`src/rtl/fp_sqrt_core.sv`:
```
// Sequential radix-2 restoring square root: out = floor(sqrt(in * 2^WIDTH)), sticky = inexact.
// Optional build macro SQRT_ZERO_BYPASS_EN: a zero radicand skips the iteration loop.
module fp_sqrt_core #(
    parameter int  WIDTH = 26,
    localparam int CW    = $clog2(WIDTH)
) (
    input  logic             clk,
    input  logic             rst,
    input  logic             start,
    input  logic [WIDTH-1:0] in,
    output logic             busy,
    output logic             done,
    output logic [WIDTH-1:0] out,
    output logic             sticky
);

    typedef enum logic [1:0] {
        IDLE = 2'd0,
        CALC = 2'd1,
        DONE = 2'd2
    } state_t;

    typedef struct packed {
        logic [WIDTH+1:0] rem;
        logic [WIDTH-1:0] root;
    } step_t;

    // One restoring iteration: bring down two radicand bits, try subtracting {root,01}.
    // rem stays below 2*root+2, so dropping the bits shifted out the top loses nothing.
    function automatic step_t sqrt_step(input logic [WIDTH+1:0] rem,
                                        input logic [1:0]       bits,
                                        input logic [WIDTH-1:0] root);
        logic [WIDTH+1:0] rem_t;
        logic [WIDTH+1:0] trial;
        step_t            res;
        rem_t = (rem << 2) | {{WIDTH{1'b0}}, bits};
        trial = {root, 2'b01};
        if (rem_t >= trial) begin
            res.rem  = rem_t - trial;
            res.root = (root << 1) | {{(WIDTH-1){1'b0}}, 1'b1};
        end else begin
            res.rem  = rem_t;
            res.root = root << 1;
        end
        return res;
    endfunction

    state_t             state_q, state_d;
    logic [2*WIDTH-1:0] rad_q, rad_d;
    logic [WIDTH+1:0]   rem_q, rem_d;
    logic [WIDTH-1:0]   root_q, root_d;
    logic [CW-1:0]      cnt_q, cnt_d;
    logic [WIDTH-1:0]   out_q, out_d;
    logic               sticky_q, sticky_d;
    step_t              step;

    always_comb begin
        state_d  = state_q;
        rad_d    = rad_q;
        rem_d    = rem_q;
        root_d   = root_q;
        cnt_d    = cnt_q;
        out_d    = out_q;
        sticky_d = sticky_q;
        step     = sqrt_step(rem_q, rad_q[2*WIDTH-1:2*WIDTH-2], root_q);

        case (state_q)
            IDLE: begin
                if (start) begin
                    rad_d   = {in, {WIDTH{1'b0}}};
                    rem_d   = '0;
                    root_d  = '0;
                    cnt_d   = CW'(WIDTH - 1);
                    state_d = CALC;
`ifdef SQRT_ZERO_BYPASS_EN
                    if (in == '0) begin
                        out_d    = '0;
                        sticky_d = 1'b0;
                        state_d  = DONE;
                    end
`endif
                end
            end
            CALC: begin
                rad_d  = rad_q << 2;
                rem_d  = step.rem;
                root_d = step.root;
                // Result is latched on entry to DONE so it is valid while done is high.
                if (cnt_q == '0) begin
                    out_d    = step.root;
                    sticky_d = |step.rem;
                    state_d  = DONE;
                end else begin
                    cnt_d = cnt_q - 1'b1;
                end
            end
            DONE: begin
                state_d = IDLE;
            end
            default: begin
                state_d = IDLE;
            end
        endcase
    end

    always_ff @(posedge clk) begin
        if (rst) begin
            state_q  <= IDLE;
            rad_q    <= '0;
            rem_q    <= '0;
            root_q   <= '0;
            cnt_q    <= '0;
            out_q    <= '0;
            sticky_q <= 1'b0;
        end else begin
            state_q  <= state_d;
            rad_q    <= rad_d;
            rem_q    <= rem_d;
            root_q   <= root_d;
            cnt_q    <= cnt_d;
            out_q    <= out_d;
            sticky_q <= sticky_d;
        end
    end

    assign busy   = (state_q != IDLE);
    assign done   = (state_q == DONE);
    assign out    = out_q;
    assign sticky = sticky_q;

endmodule
```
`config.mk`:
```
export PLATFORM = sky130hd
export DESIGN_NAME = fp_sqrt_core
export DESIGN_NICKNAME = d
export VERILOG_FILES = /design/src/rtl/fp_sqrt_core.sv
export SDC_FILE = /design/constraint.sdc
export NUM_CORES = 1
export LEC_CHECK = 0
export ABC_AREA = 1
export CAP_MARGIN = 30
export CORE_MARGIN = 1
export CORE_UTILIZATION = 50
export DETAILED_ROUTE_END_ITERATION = 10
export PLACE_DENSITY_LB_ADDON = 0.15
export SETUP_SLACK_MARGIN = 0.3
export SLEW_MARGIN = 10
export SYNTH_ARGS = -nofsm -noshare
export SYNTH_HDL_FRONTEND = slang
export SYNTH_SLANG_ARGS = --single-unit
```
`constraint.sdc`:
```
create_clock -name clk -period 2.4 [get_ports clk]
set_input_delay 0.36 -clock clk [delete_from_list [all_inputs] [get_ports clk]]
set_output_delay 0.36 -clock clk [all_outputs]
set_load 0.02 [all_outputs]
```
==> metrics.csv <==
metric,value,unit
status,finished clean,
Initial Util,0.5185,
actual slew at the worst max-slew pin,590.5,ps
setup slack after layout,36.08,ps
Pwr Total,0.01516,W
VDD IR max,0.9275,mV
CP Class,reg2reg,
post-layout min period,2364,ps
post-synthesis cell count,1042,
Synth warnings,0,
Worst-Skew Late Latency,370,ps
per-cell routed wire length,15.07,µm
max cap viols,0,
worst endpoint data arrival time,2630,ps
pre-CTS setup slack,-107.8,ps
Max Used Layer,met4,
"commonest non-fill, non-tap cell in the layout",nand2_1,
f_max,423.0,MHz
Remaining DRCs,0,
PD cells,1624,nW/µm²
# rows,41,
CTS Hold Bufs,0,
Yosys cell types,40,
Crit. End Element,register,
initial antenna violation count,0,
Critical Path RT,2660,ps
Die Width,117.1,µm
Met2 Routed Length,9.170,mm
final instance area,9336,µm²
slew margin rel.,0.6063,
routed via count,7128,
family with the most delay on the worst path,simple AND/OR/NAND/NOR gates,
Worst path max stage delay,350,ps
Placer Congestion,0.9465,
ys async rst share,0,
syn nets,1101,
drt via density,5.261,
clock sinks,112,
RSZ-0062 raised after global routing,true,
H-Tree Depth,3,
CORE AREA,12770,µm²
io pins,58,
slowest CP cell,dfxtp_2,
# setup viols final,0,
drt first pass iters,5,
Critical Path Fanout Max,9,
Clock Skews,11.48,ps
CP cell instances,inv_2 -> ha_4 -> nand2_4 -> nor2_4 -> nand2_2 -> nor3_4 -> nand2_4 -> nand3_4 -> buf_6 -> inv_8 -> nand2_1 -> nand2_1 -> nor2_1 -> nand3_1 -> nor2_2 -> a21oi_1,
register area share after synthesis,0.3386,
Static Leak,4.123,nW
number of synthesized flops with an enable pin,0,
max-slew violations,0,
met3 routed WL,981,µm
Mapped Area,6623,µm²
Num CTS Buffers,9,
"Reg clk slew, reported paths",80,ps
mean post-synth cell area,6.356,µm²
number of global-route vias before repair,6472,
Max clock buf depth,2,
port bufs,57,
area delta synth->final,40.98,%
min-delay worst type,in2reg,
DP Area,8207,µm²
share of layout cells above drive strength 1,0.2942,
n_diodes,0,
most frequent cells in the layout,"nand2_1, buf_4, inv_1",
nets,1237,
DIE AREA,13710,µm²
kind of start point of the critical path,register,
total wire length,20.42,mm
Root Buffer Master,clkbuf_16,
metal1 wirelength,9.853,mm
pin count of the biggest net entering global routing,76,
CTS tree,built,
GRT Resource Usage Total,0.3100,
Die H,117.1,µm
grt ovf,0,
initial detailed-routing violation count,587,
Synth Register Bits,112,
first-pass GRT wire length,32.44,mm
Post-DP HPWL,14.50,mm
Synth Flop Type,dfxtp_1,
worst path bufs/invs,3,
number of hold violations in the final report,0,
Tcrit/Tclk final,0.9850,
"antenna viol nets, final",0,
power breakdown:
part           internal, W  switching [W]
combinational      0.00462        0.00668
clock             0.000760       0.000824
sequential         0.00208       0.000195
layer usage:
layer,track usage,vias up
met2,0.4785,177
li1,-,3642
met5,0,-
met3,0.04531,31
met1,0.4450,3278
met4,0.09705,0
layout make-up:
| type | instances | area (µm²) |
|---|---|---|
| Sequential cell | 112 | 2283 |
| Clock buffer | 9 | 225.2 |
| Fill cell | 1059 | 3437 |
| Timing Repair Buffer | 168 | 1456 |
| Multi-Input combinational cell | 760 | 4583 |
| Tap cell | 172 | 215.2 |
| Inverter | 127 | 484.2 |
| Clock inverter | 7 | 88.84 |
metrics by stage:
stage	utilization	setup TNS [ps]	cells	hold slack, ps
6_report	0.7309	0	1355	240.8
5_1_grt	0.7309	-143.5	1355	252.1
4_1_cts	0.7005	0	1348	227.6
3_5_place_dp	0.6425	-107.8	1312	458.5
3_3_place_gp	0.6425	-100.4	1312	452.4
2_1_floorplan	-	0	1042	440.9
cell usage after synthesis, types with 4 or more instances:
cell	count	area share
a21oi_1	78	0.059
a31oi_1	26	0.025
clkbuf_1	34	0.019
dfxtp_1	112	0.34
ha_1	30	0.057
inv_1	112	0.063
inv_2	13	0.0074
nand2_1	359	0.20
nand3_1	69	0.052
nand4_1	22	0.021
nor2_1	61	0.035
nor3_1	7	0.0053
o21ai_0	61	0.046
o21bai_1	6	0.0068
or2_1	4	0.0038
xor2_1	9	0.012
worst paths after layout:
kind | startpoint | end | slack, ps | cells after the start
setup / recovery | root_q[16] | sticky | 40 | 16
hold / removal | rst | rad_q[27] | 240 | 2
setup reg to reg | root_q[16] | sticky | 40 | 16
hold reg to reg | rad_q[27] | rad_q[27] | 470 | 2
sequential cells by signal, summed over array words and instances, names as in the netlist:
name	count
out	26
rem_q	26
sticky	1
rad_q	26
state_q	2
root_q	26
cnt_q	5
repair_timing:
item / 4_1_cts / 5_1_grt
gates resized for setup: 102 / 100
endpoints found under the setup margin: 20 / 29
pin swaps: 27 / 34
buffers inserted: 20 / 6
cell families after synthesis:
logic type / after synthesis / share of synthesized area
flops: 112 / 0.3386
fa+ha+maj: 30 / 0.05668
simple gates: 538 / 0.3414
buf+inv: 170 / 0.09975
compound gates: 180 / 0.1477
xor+xnor: 12 / 0.01587
No activity file was read; power rests on OpenSTA's default activity.
